$ cat src/rtl/self_test_run_scheduler.sv
// self_test_run_scheduler
// Soak-test sequencer for the NPU self-tester. Each run holds the tester in
// reset for RST_CYCLES, releases it, waits for i_test_done or a watchdog
// expiry, then records the outcome. Keeps pass/fail/timeout tallies
// (saturating) and min/max/total of the reported perf counter.
// Optional build macro SELF_TEST_SCHED_STOP_ON_FAIL_EN: end the sequence at
// the first failing or timed-out run, leaving the tester in reset.
module self_test_run_scheduler #(
    parameter int unsigned RUNW        = 16,
    parameter int unsigned RST_CYCLES  = 4,
    parameter int unsigned TIMEOUT_CYC = 2000000,
    parameter int unsigned TOTW        = 48
) (
    input  logic              clk,
    input  logic              reset,
    input  logic              i_start,
    input  logic [RUNW-1:0]   i_num_runs,
    input  logic              i_test_done,
    input  logic [2:0]        i_test_status,
    input  logic [31:0]       i_perf_counter,
    output logic              o_shim_reset,
    output logic              o_busy,
    output logic              o_done,
    output logic [RUNW-1:0]   o_pass_count,
    output logic [RUNW-1:0]   o_fail_count,
    output logic [RUNW-1:0]   o_timeout_count,
    output logic [31:0]       o_min_cycles,
    output logic [31:0]       o_max_cycles,
    output logic [TOTW-1:0]   o_total_cycles
);

    // Counter widths sized to hold the terminal count (value - 1).
    localparam int unsigned RCW = (RST_CYCLES > 1) ? $clog2(RST_CYCLES) : 1;
    localparam int unsigned WDW = (TIMEOUT_CYC > 1) ? $clog2(TIMEOUT_CYC) : 1;
    localparam logic [RCW-1:0] RST_LAST = RCW'(RST_CYCLES - 1);
    localparam logic [WDW-1:0] WD_LAST  = WDW'(TIMEOUT_CYC - 1);

    localparam logic [2:0] ST_IDLE     = 3'd0;
    localparam logic [2:0] ST_SHIM_RST = 3'd1;
    localparam logic [2:0] ST_RUN      = 3'd2;
    localparam logic [2:0] ST_RECORD   = 3'd3;
    localparam logic [2:0] ST_FIN      = 3'd4;

    localparam logic [2:0] STATUS_SUCCESS = 3'b010;

    logic [2:0]      state_q,     state_d;
    logic [RUNW-1:0] num_runs_q,  num_runs_d;
    logic [RUNW-1:0] runs_done_q, runs_done_d;
    logic [RCW-1:0]  rst_cnt_q,   rst_cnt_d;
    logic [WDW-1:0]  wdog_q,      wdog_d;
    logic            rec_timeout_q, rec_timeout_d;
    logic            rec_pass_q,  rec_pass_d;
    logic [31:0]     rec_perf_q,  rec_perf_d;
    logic [RUNW-1:0] pass_q,      pass_d;
    logic [RUNW-1:0] fail_q,      fail_d;
    logic [RUNW-1:0] tmo_q,       tmo_d;
    logic [31:0]     min_q,       min_d;
    logic [31:0]     max_q,       max_d;
    logic [TOTW-1:0] total_q,     total_d;
    logic            last_run;
    logic            finish_seq;

    function automatic logic [RUNW-1:0] sat_inc(input logic [RUNW-1:0] v);
        return (v == '1) ? v : v + RUNW'(1);
    endfunction

    // Next-state and result-update logic for the run sequencer.
    always_comb begin
        state_d       = state_q;
        num_runs_d    = num_runs_q;
        runs_done_d   = runs_done_q;
        rst_cnt_d     = rst_cnt_q;
        wdog_d        = wdog_q;
        rec_timeout_d = rec_timeout_q;
        rec_pass_d    = rec_pass_q;
        rec_perf_d    = rec_perf_q;
        pass_d        = pass_q;
        fail_d        = fail_q;
        tmo_d         = tmo_q;
        min_d         = min_q;
        max_d         = max_q;
        total_d       = total_q;
        last_run      = 1'b0;
        finish_seq    = 1'b0;

        case (state_q)
            ST_IDLE: begin
                if (i_start) begin
                    num_runs_d  = i_num_runs;
                    runs_done_d = '0;
                    pass_d      = '0;
                    fail_d      = '0;
                    tmo_d       = '0;
                    min_d       = '1;
                    max_d       = '0;
                    total_d     = '0;
                    rst_cnt_d   = '0;
                    wdog_d      = '0;
                    state_d     = (i_num_runs == '0) ? ST_FIN : ST_SHIM_RST;
                end
            end

            ST_SHIM_RST: begin
                if (rst_cnt_q == RST_LAST) begin
                    state_d = ST_RUN;
                end else begin
                    rst_cnt_d = rst_cnt_q + RCW'(1);
                end
            end

            ST_RUN: begin
                wdog_d = wdog_q + WDW'(1);
                // A done seen on the expiry cycle is still a normal completion.
                if (i_test_done) begin
                    rec_timeout_d = 1'b0;
                    rec_pass_d    = (i_test_status == STATUS_SUCCESS);
                    rec_perf_d    = i_perf_counter;
                    state_d       = ST_RECORD;
                end else if (wdog_q == WD_LAST) begin
                    rec_timeout_d = 1'b1;
                    rec_pass_d    = 1'b0;
                    state_d       = ST_RECORD;
                end
            end

            ST_RECORD: begin
                runs_done_d = runs_done_q + RUNW'(1);
                if (rec_timeout_q) begin
                    fail_d = sat_inc(fail_q);
                    tmo_d  = sat_inc(tmo_q);
                end else begin
                    if (rec_pass_q) begin
                        pass_d = sat_inc(pass_q);
                    end else begin
                        fail_d = sat_inc(fail_q);
                    end
                    if (rec_perf_q < min_q) begin
                        min_d = rec_perf_q;
                    end
                    if (rec_perf_q > max_q) begin
                        max_d = rec_perf_q;
                    end
                    total_d = total_q + TOTW'(rec_perf_q);
                end
                last_run = (runs_done_d == num_runs_q);
`ifdef SELF_TEST_SCHED_STOP_ON_FAIL_EN
                finish_seq = last_run || rec_timeout_q || !rec_pass_q;
`else
                finish_seq = last_run;
`endif
                if (finish_seq) begin
                    state_d = ST_FIN;
                end else begin
                    rst_cnt_d = '0;
                    wdog_d    = '0;
                    state_d   = ST_SHIM_RST;
                end
            end

            ST_FIN: begin
                state_d = ST_IDLE;
            end

            default: begin
                state_d = ST_IDLE;
            end
        endcase
    end

    // State and result registers with synchronous active-high reset.
    always_ff @(posedge clk) begin
        if (reset) begin
            state_q       <= ST_IDLE;
            num_runs_q    <= '0;
            runs_done_q   <= '0;
            rst_cnt_q     <= '0;
            wdog_q        <= '0;
            rec_timeout_q <= 1'b0;
            rec_pass_q    <= 1'b0;
            rec_perf_q    <= '0;
            pass_q        <= '0;
            fail_q        <= '0;
            tmo_q         <= '0;
            min_q         <= '1;
            max_q         <= '0;
            total_q       <= '0;
        end else begin
            state_q       <= state_d;
            num_runs_q    <= num_runs_d;
            runs_done_q   <= runs_done_d;
            rst_cnt_q     <= rst_cnt_d;
            wdog_q        <= wdog_d;
            rec_timeout_q <= rec_timeout_d;
            rec_pass_q    <= rec_pass_d;
            rec_perf_q    <= rec_perf_d;
            pass_q        <= pass_d;
            fail_q        <= fail_d;
            tmo_q         <= tmo_d;
            min_q         <= min_d;
            max_q         <= max_d;
            total_q       <= total_d;
        end
    end

    // Tester is released only while a run is actually executing.
    assign o_shim_reset    = (state_q != ST_RUN);
    assign o_busy          = (state_q != ST_IDLE);
    assign o_done          = (state_q == ST_FIN);
    assign o_pass_count    = pass_q;
    assign o_fail_count    = fail_q;
    assign o_timeout_count = tmo_q;
    assign o_min_cycles    = min_q;
    assign o_max_cycles    = max_q;
    assign o_total_cycles  = total_q;

endmodule

$ cat config.mk
export PLATFORM = sky130hd
export DESIGN_NAME = self_test_run_scheduler
export DESIGN_NICKNAME = d
export VERILOG_FILES = /design/src/rtl/self_test_run_scheduler.sv
export SDC_FILE = /design/constraint.sdc
export NUM_CORES = 1
export LEC_CHECK = 0
export ABC_CLOCK_PERIOD_IN_PS = 6100
export CORE_ASPECT_RATIO = 0.8
export CORE_MARGIN = 1
export CORE_UTILIZATION = 55
export DETAILED_ROUTE_END_ITERATION = 8
export PLACE_DENSITY = 0.81
export SLEW_MARGIN = 10
export SYNTH_ARGS = -nofsm -noshare
export SYNTH_HDL_FRONTEND = slang
export SYNTH_SLANG_ARGS = --single-unit
$ cat constraint.sdc
create_clock -name clk -period 6.1 [get_ports clk]
set_input_delay 1.83 -clock clk [delete_from_list [all_inputs] [get_ports clk]]
set_output_delay 1.83 -clock clk [all_outputs]
set_load 0.01 [all_outputs]
==> results of run 1 <==
[cell families after synthesis]
| logic type | count (synthesis) |
|---|---|
| buf+inv | 182 |
| simple gates | 682 |
| fa+ha+maj | 102 |
| mux | 39 |
| xor+xnor | 95 |
| compound gates | 406 |
| flops | 252 |
[worst register-to-register path, stage by stage (launching register included)]
cell and delay, ns:
sky130_fd_sc_hd__dfxtp_1 0.49, sky130_fd_sc_hd__nor2b_1 0.23, sky130_fd_sc_hd__and2_2 0.73, sky130_fd_sc_hd__o21ai_0 0.39, sky130_fd_sc_hd__a32oi_1 0.59, sky130_fd_sc_hd__nand4_1 0.20
sky130_fd_sc_hd__nor2_1 0.33, sky130_fd_sc_hd__nand3_1 0.15, sky130_fd_sc_hd__xor2_1 0.15, sky130_fd_sc_hd__nor2_1 0.05
[metal layers]
layer | share of wire, % | vias to the layer above | GRT usage (%)
li1 | - | 6611 | -
met1 | 44 | 6497 | 40.67
met2 | 46 | 549 | 48.22
met3 | 7.5 | 71 | 4.290
met4 | 2.8 | 0 | 9.748
met5 | 0 | - | 0
[per-stage QoR]
stage | utilization, % | cell area (µm²)
after global placement | 65.31 | 16570
after CTS | 69.10 | 17530
after detailed placement | 65.31 | 16570
after floorplan | - | 14260
after global routing | 69.10 | 17530
final | 69.10 | 17530
[power by group]
| part | total [µW] | internal, µW | switching (µW) |
|---|---|---|---|
| combinational | 209 | 77.7 | 132 |
| sequential | 1660 | 1650 | 9.41 |
| clock | 1760 | 1080 | 684 |
[worst paths after layout]
path,from,to,slack [ns]
setup / recovery,i_start,o_max_cycles[8]$_SDFFE_PP0P_,1.80
hold / removal,num_runs_q[1]$_SDFFE_PP0P_,num_runs_q[1]$_SDFFE_PP0P_,0.47
setup reg to reg,state_q[1]$_SDFFE_PP0P_,o_fail_count[15]$_SDFFE_PP0P_,2.64
hold reg to reg,num_runs_q[1]$_SDFFE_PP0P_,num_runs_q[1]$_SDFFE_PP0P_,0.47
[cell type report]
class | count | share of cell area (%)
tap | 324 | 2.312
clock buffer | 37 | 4.524
multi-input combinational | 1324 | 48.61
timing repair buffer | 232 | 13.04
inverter | 83 | 1.777
sequential | 252 | 28.77
clock inverter | 12 | 0.9705
[sequential cells by signal (all words and copies together), names as in the netlist, 2 cells and up]
signal           flops
o_fail_count        16
state_q              3
runs_done_q         16
o_max_cycles        32
rec_perf_q          32
rst_cnt_q            2
wdog_q              21
o_total_cycles      48
o_timeout_count     16
o_pass_count        16
num_runs_q          16
o_min_cycles        32
[synthesized netlist by cell type, types with 12 or more instances]
| cell type | n |
|---|---|
| sky130_fd_sc_hd__nand2_1 | 206 |
| sky130_fd_sc_hd__dfxtp_1 | 252 |
| sky130_fd_sc_hd__nor3_1 | 58 |
| sky130_fd_sc_hd__o31ai_1 | 35 |
| sky130_fd_sc_hd__a22oi_1 | 14 |
| sky130_fd_sc_hd__o21ai_0 | 60 |
| sky130_fd_sc_hd__buf_2 | 14 |
| sky130_fd_sc_hd__inv_1 | 83 |
| sky130_fd_sc_hd__nand3_1 | 48 |
| sky130_fd_sc_hd__a21oi_1 | 152 |
| sky130_fd_sc_hd__nor2b_1 | 16 |
| sky130_fd_sc_hd__xor2_1 | 56 |
| sky130_fd_sc_hd__nor2_1 | 177 |
| sky130_fd_sc_hd__a31oi_1 | 12 |
| sky130_fd_sc_hd__a21o_1 | 31 |
| sky130_fd_sc_hd__and3_1 | 17 |
| sky130_fd_sc_hd__ha_1 | 101 |
| sky130_fd_sc_hd__and2_1 | 14 |
| sky130_fd_sc_hd__xnor2_1 | 39 |
| sky130_fd_sc_hd__mux2i_1 | 39 |
| sky130_fd_sc_hd__a311oi_1 | 14 |
| sky130_fd_sc_hd__or3_1 | 12 |
| sky130_fd_sc_hd__nand4_1 | 41 |
| sky130_fd_sc_hd__nand4b_1 | 31 |
| sky130_fd_sc_hd__clkbuf_1 | 77 |
==> results by stage, run 1 <==
STA:
- The worst setup slack after layout is 1.795 ns.
- Setup total negative slack on the finished layout was measured at 0 ns.
- The normalized max-slew margin is 32.45%.
- Hold is met by 0.4721 ns.
- The minimum clock period is 4.305 ns.
- Between clock sinks in the finished design, the worst skew comes to 0.007981 ns.
- Based on the critical path, the design can be clocked at up to 232.3 MHz.
- At the pin with the least slew margin, the transition time is 1.013 ns.
- Setup repair after global routing left no endpoint under its margin.
- The setup violation total in the final timing report is 0.
- The final hold violation count was 0.
- The max-slew violation count is 0.
- The share of the clock period used by the worst path after layout is 70.57%.

Yosys:
- The number of enable-type register cells in the synthesized netlist is 0.
- The number of different library cells in the post-synthesis netlist is 80.
- The share of synthesized area in the top cell type comes to 35.37%.
- After Yosys synthesis, full adders, half adders and majority gates account for 9.001% of the synthesized area.
- The cell taking the most area after synthesis is sky130_fd_sc_hd__dfxtp_1.
- In this run, synthesis produced a sequential element count of 252.
- For this run, the leading register cell type out of synthesis is sky130_fd_sc_hd__dfxtp_1.
- The mux contribution to synthesized area is 2.737%.
- The basic-gate share of the synthesized area counting and, or, nand and nor cells is 23.59%.
- The largest family of logic cells by synthesized area is simple AND/OR/NAND/NOR gates.
- After synthesis the cells add up to 14260 µm².
- The compound-gate portion of the synthesized area is 18.41%.
- The sequential element share of the synthesized area is 35.37%.
- The fraction of registers with async set/reset is 0%.
- In the synthesized netlist, the number of instances is 1758.
- The Yosys step of the flow raised 0 warnings.
- The average size of a mapped cell is 8.113 µm².
- The net count after synthesis is 1915.
- By area the synthesized netlist is led by sky130_fd_sc_hd__dfxtp_1, sky130_fd_sc_hd__ha_1, sky130_fd_sc_hd__nand2_1.
- The post-synthesis share of cell area spent on xor and xnor gates is 5.834%.

Critical path:
- The standard cell with the maximum stage delay on the critical path is sky130_fd_sc_hd__a22oi_2.
- For this run, the slowest stage of the critical path takes 0.72 ns.
- The count of cells along the worst register-to-register path is 9.
- The critical path crosses 9 cells after its start point.
- The critical path arrival is 4.75 ns.
- The endpoint type of the worst setup path is a flop.
- The number of buffers and inverters on the critical path is 2.
- The critical path is of the in -> reg type.
- STA classifies the critical path startpoint as a primary input.
- The peak fanout along the critical path is 27.
- The required time at the worst-slack endpoint is 6.55 ns.
- The kind of cell with the highest combined delay along the critical path is simple AND/OR/NAND/NOR gates.
- Walking the worst path, the cells encountered are clkdlybuf4s50_1 > and2_1 > nor2_1 > nand2_1 > a21oi_1 > a22oi_2 > buf_4 > nand4b_1 > o31ai_1.

Clocking:
- Clock-pin slew was measured on the worst setup and hold paths at 0.06 ns.
- Gates resized during post-CTS repair numbered 0.
- TritonCTS built the clock tree.
- After clock tree synthesis, the flow added hold-fix buffers numbering 0.
- The clock reaches the later pin of the worst-skew pair after 0.54 ns.
- The number of buffers inserted during clock tree synthesis is 27.
- The clock root buffer is sky130_fd_sc_hd__clkbuf_16.
- The number of buffers on the longest clock path is 3.
- Counting every sink on the clock net gives 252.
- The post-CTS setup buffer count is 0.
- The number of H-tree levels is 1.

Floorplan:
- The initialized floorplan defines 52 standard-cell rows.
- The floorplan step defined a die boundary enclosing 26580 µm².
- From bottom edge to top edge, the die measures 146.0 µm.
- The effective utilization at floorplan is 56.21%.
- For this design the top-level I/O count stands at 218.
- The placeable core region is 25370 µm².
- From left edge to right edge, the die measures 182.0 µm.

Run:
- The number of max-cap violations is 0.

Global routing:
- The maximum number of pins on one net before global-route repair is 121.
- The first global-routing pass estimated 64.89 mm of wire.
- The initial antenna violation count is 1.
- The number of global-route vias before repair was 12630.
- The total congestion overflow after global routing is 0.
- For this run, the total global-route usage over all layers was measured as 29.73%.

Layout:
- 0 antenna diodes ended up in the layout.
- Leaving out filler cells and counting taps, the final layout contains 2264.
- The sequential cell area in the final layout is 5045 µm².
- The combined area of the multi-input logic cells is 8523 µm².
- The layout has 2034 filler cells.
- The most frequent standard cell in the layout excluding fill and tap cells is sky130_fd_sc_hd__dfxtp_1.
- The post-layout net count is 2077.
- In the layout the commonest cells are sky130_fd_sc_hd__dfxtp_1, sky130_fd_sc_hd__clkdlybuf4s50_1, sky130_fd_sc_hd__nand2_1, sky130_fd_sc_hd__nor2_1, sky130_fd_sc_hd__a21oi_1.
- The share of layout cells above drive strength 1 is 4.948%.
- Relative to the synthesized area, the layout overhead comes to 22.94%.

Detailed routing:
- The wire length reported by the detailed router is 40.79 mm.
- Dividing the detail-routed via count by the number of cells gives 6.064.
- The vias after detailed routing is 13730.
- Dividing the detail-routed wire length by the instance count gives 18.01 µm.
- In this run the remaining antenna-violating nets after routing total 0.
- The number of DRC markers in iteration 0 is 1086.
- The first-pass detailed-route iteration total is 7.
- After detailed routing, the number of remaining DRC violations is 0.

Place:
- Routability-driven placement finished with a final weighted congestion of 0.9219.
- In this run, placement finished with an instance count of 2215.
- The worst setup timing slack at the placement stage is 1.305 ns.
- Input and output buffers added on the ports amount to 217.
- The total half-perimeter wirelength after legalization and detailed placement is 29.49 mm.

Power:
- The leakage component of the power is 0.007074 µW.
- The worst-case IR drop observed on VDD is 0.1972 mV.
- The overall power consumption is 3634 µW.
- For this design the ratio of total power to cell area is 207.2 nW/µm².

Worst hold path:
- The tightest min-delay check is of the reg -> reg type.
- The number of cells on the worst hold path is 2.

Outcome:
- The run finished with clean final reports.
Note: power is estimated with default switching activity, not from simulation.
==> run 2: changes to the inputs <==
--- a/config.mk
+++ b/config.mk
@@ -5,7 +5,7 @@
 export SDC_FILE = /design/constraint.sdc
 export NUM_CORES = 1
 export LEC_CHECK = 0
-export ABC_CLOCK_PERIOD_IN_PS = 6100
+export ABC_CLOCK_PERIOD_IN_PS = 4480
 export CORE_ASPECT_RATIO = 0.8
 export CORE_MARGIN = 1
 export CORE_UTILIZATION = 55
==> constraint.sdc (replaced) <==
create_clock -name clk -period 4.48 [get_ports clk]
set_input_delay 1.344 -clock clk [delete_from_list [all_inputs] [get_ports clk]]
set_output_delay 1.344 -clock clk [all_outputs]
set_load 0.01 [all_outputs]
==> run 2 against run 1 <==
  * Sequential power is 37% higher
  * Critical endpoint is now o_total_cycles[44]$_SDFFE_PP0P_
  * Clock power grew 30%
  * Combinational power is 39% higher
  * Highest routed layer is now met5
  * Sequential share of layout area hardly changed
  * Wire length down 1.0%
  * Power grew 33%
  * Via count barely moved
==> results by stage, run 2 (synthesis results as in run 1) <==
Outcome:
- The flow ran to the end, and the final reports show no timing, DRC or antenna violations.

STA:
- The worst clock skew on the final layout is 0.01561 ns (+0.007628 ns).
- Setup repair after global routing left no endpoint under its margin.
- The setup violation total in the final timing report is 0 (unchanged).
- The max-slew violation count was 0 (unchanged).
- The normalized max-slew margin is 30.86% (-1.6 points).
- The worst path uses 80.47% of the clock period.
- The sum of negative setup slack is 0 ns (unchanged).
- The final hold violation count is 0 (unchanged).
- The smallest clock period supported by the final layout is computed as 3.605 ns.
- The transition time of the tightest slew-check pin is 1.011 ns (-0.002341 ns).
- Based on the critical path, the design can be clocked at up to 277.4 MHz.

Global routing:
- The global-route usage over all layers is 29.29% (-0.45 points).
- The number of global-route vias before repair is 12440 (-1.5%).
- The maximum number of pins on one net before global-route repair is 162 (+34%).
- The total congestion overflow after global routing is 0 (unchanged).
- The initial antenna violation count is 1 (unchanged).
- The global-route wire length before repair came to 63.85 mm (-1.6%).

Power:
- The switching power as a share of total power is 23.16% (+0.45 points).
- The power per cell area was 276.6 nW/µm² (+33%).
- The fraction of power consumed by combinational cells is 6.0% (+0.2 points).
- The overall power consumption came to 4843 µW (+33%).
- The proportion of power drawn by the clock network is 47.2% (-1.2 points).
- The maximum ir drop on the vdd rail was 0.2998 mV (+52%).
- The leakage component of the power is 0.007066 µW (-0.11%).
- The cell-internal power is 3722 µW (+33%).
- The net switching component of the power is 1122 µW (+36%).
- The share of total power in sequential cells is 46.8% (+1.0 points).

Clocking:
- TritonCTS built the clock tree.
- The clock insertion delay at the later pin of the skew report is 0.54 ns (about the same).
- The tree is rooted in a sky130_fd_sc_hd__clkbuf_16.
- The total of cells resized after clock tree synthesis came to 0 (unchanged).
- The post-CTS setup buffer count is 0 (unchanged).
- The clock transition at the registers of the reported paths was 0.06 ns (about the same).
- The number of buffers inserted during clock tree synthesis came to 27 (unchanged).
- The number of buffers on the longest clock path is 3 (unchanged).
- The hold-fix buffer count after cts is 0 (unchanged).
- The number of sinks handled by clock tree synthesis is 252 (unchanged).
- The number of H-tree levels is 1 (unchanged).

Critical path:
- The reg-to-reg endpoint is o_total_cycles[44]$_SDFFE_PP0P_.
- The kind of start point of the critical path is a flop.
- The peak fanout along the critical path came to 4 (-85%).
- The required time at the worst-slack endpoint is 4.89 ns (-1.66 ns).
- The critical path arrival is 4.01 ns (-0.74 ns).
- STA classifies the critical path endpoint as a flop.
- The critical path class is reg -> reg.
- The source of the worst register-to-register timing path is rec_perf_q[0]$_SDFFE_PP0P_.
- The setup slack of the worst register-to-register path was 0.87 ns (-1.77 ns).
- The count of cells along the worst register-to-register path is 11 (+2).

Detailed routing:
- The wire length on met1 is 17.45 mm (-2.5%).
- The average wire per standard cell is 17.81 µm (-1.1%).
- The first-pass detailed-route iteration total is 7 (unchanged).
- The average via count per standard cell is 6.062 (about the same).
- The number of DRC markers in iteration 0 is 1302 (+20%).
- The vias after detailed routing is 13740 (+0.058%).
- The met3 wire length is 3.077 mm (+0.69%).
- The met2 wire length is 18.18 mm (-2.7%).
- The post-route antenna net violation count is 0 (unchanged).
- The highest layer used for signal routing is met5.
- The DRC violation count after routing is 0 (unchanged).
- The wire length reported by the detailed router is 40.36 mm (-1.0%).

Floorplan:
- The die span in x was 182.0 µm (unchanged).
- The number of placement rows is 52 (unchanged).
- The placeable core region was 25370 µm² (unchanged).
- The count of boundary I/O pins was 218 (unchanged).
- The height of the chip came to 146.0 µm (unchanged).
- The area enclosed by the die boundary came to 26580 µm² (unchanged).
- The effective utilization at floorplan is 56.21% (unchanged).

Place:
- The weighted congestion reported at the end of routability-driven placement is 0.9633 (+4.5%).
- The number of buffers added on ports is 217 (unchanged).
- The total half-perimeter wirelength after legalization and detailed placement is 29.26 mm (-0.80%).

Run:
- The number of max-cap violations is 0 (unchanged).

Layout:
- The number of fill cells in the layout came to 2029 (-0.25%).
- In the layout the commonest cells are sky130_fd_sc_hd__dfxtp_1, sky130_fd_sc_hd__clkdlybuf4s50_1, sky130_fd_sc_hd__nand2_1, sky130_fd_sc_hd__nor2_1, sky130_fd_sc_hd__a21oi_1.
- The share of layout cells above drive strength 1 is 4.995% (+0.046 points).
- The most frequent standard cell in the layout excluding fill and tap cells is sky130_fd_sc_hd__dfxtp_1.
- The flip-flop count of the largest register, all copies and words added is 48 (unchanged).
- The number of antenna cells inserted came to 0 (unchanged).
- The synthesis-to-layout area growth is 22.78%.
- The post-layout net count is 2080 (+0.14%).

Worst hold path:
- The path with the worst hold slack has its endpoint at num_runs_q[11]$_SDFFE_PP0P_.
- The number of cells on the worst hold path is 2 (unchanged).
- The worst hold path begins at num_runs_q[11]$_SDFFE_PP0P_.
- The path category of the worst min-delay check is reg -> reg.
==> run 2: cell count changes in the layout (fill, tap and decap cells not counted), sizes merged <==
cell    change
clkinv      +1
clkbuf      -2
bufinv      -1
buf         +3
inv         +1
==> run 2: area by class of cell <==
class                      instances  area (µm²)  share of cell area, %
clock buffer                      35       755.7                  4.316
clock inverter                    13       150.1                 0.8574
inverter                          83       311.5                  1.779
multi-input combinational       1324        8523                  48.67
sequential                       252        5045                  28.81
tap                              324       405.4                  2.315
timing repair buffer             235        2321                  13.25
==> run 2: stage by stage <==
step                      setup WS, ns  util [%]  cell area, µm²  hold WS [ns]  cells
after detailed placement        0.5556     65.44           16610        0.4636   2218
after global placement          0.6122     65.44           16610        0.4575   2218
after CTS                       0.9681     69.01           17510        0.4730   2266
after floorplan                  1.622         -           14260        0.4478   1758
final                           0.8748     69.01           17510        0.4682   2266
after global routing            0.6549     69.01           17510        0.4947   2266
==> run 2: metal layers <==
layer  global-route usage [%]  vias to the layer above
met5                        0                        -
met3                    5.288                      107
met2                    46.32                      537
met4                    11.64                        2
met1                    39.61                     6480
li1                         -                     6610
==> run 2: power by group through the flow <==
stage               clock [µW]  combinational [µW]  sequential, µW
finish                    2290                 291            2270
floorplan                    0                 182            2310
CTS                       2320                 287            2270
global route              2410                 311            2270
detailed placement           0                 286            2320
global placement             0                 282            2310
==> run 2: worst max path at each step <==
stage,startpoint,to,cells after the start
floorplan,i_start,o_total_cycles[46]$_SDFFE_PP0P_,8
global placement,i_start,o_min_cycles[20]$_SDFFE_PP1P_,8
detailed placement,i_start,o_min_cycles[1]$_SDFFE_PP1P_,8
CTS,state_q[1]$_SDFFE_PP0P_,o_shim_reset,5
global route,rec_perf_q[0]$_SDFFE_PP0P_,o_total_cycles[44]$_SDFFE_PP0P_,11
finish,rec_perf_q[0]$_SDFFE_PP0P_,o_total_cycles[44]$_SDFFE_PP0P_,11
==> run 2: worst max-delay path, stage by stage (launching register included) <==
cell                        delay [ns]
sky130_fd_sc_hd__dfxtp_1          0.42
sky130_fd_sc_hd__ha_1             0.22
sky130_fd_sc_hd__fa_1             0.24
sky130_fd_sc_hd__a211oi_1         0.10
sky130_fd_sc_hd__o211ai_1         0.24
sky130_fd_sc_hd__nand4_1          0.17
sky130_fd_sc_hd__a2111oi_0        0.93
sky130_fd_sc_hd__o21ai_0          0.31
sky130_fd_sc_hd__a311oi_2         0.45
sky130_fd_sc_hd__o21ai_0          0.19
sky130_fd_sc_hd__xor2_1           0.16
sky130_fd_sc_hd__nor2_1           0.05
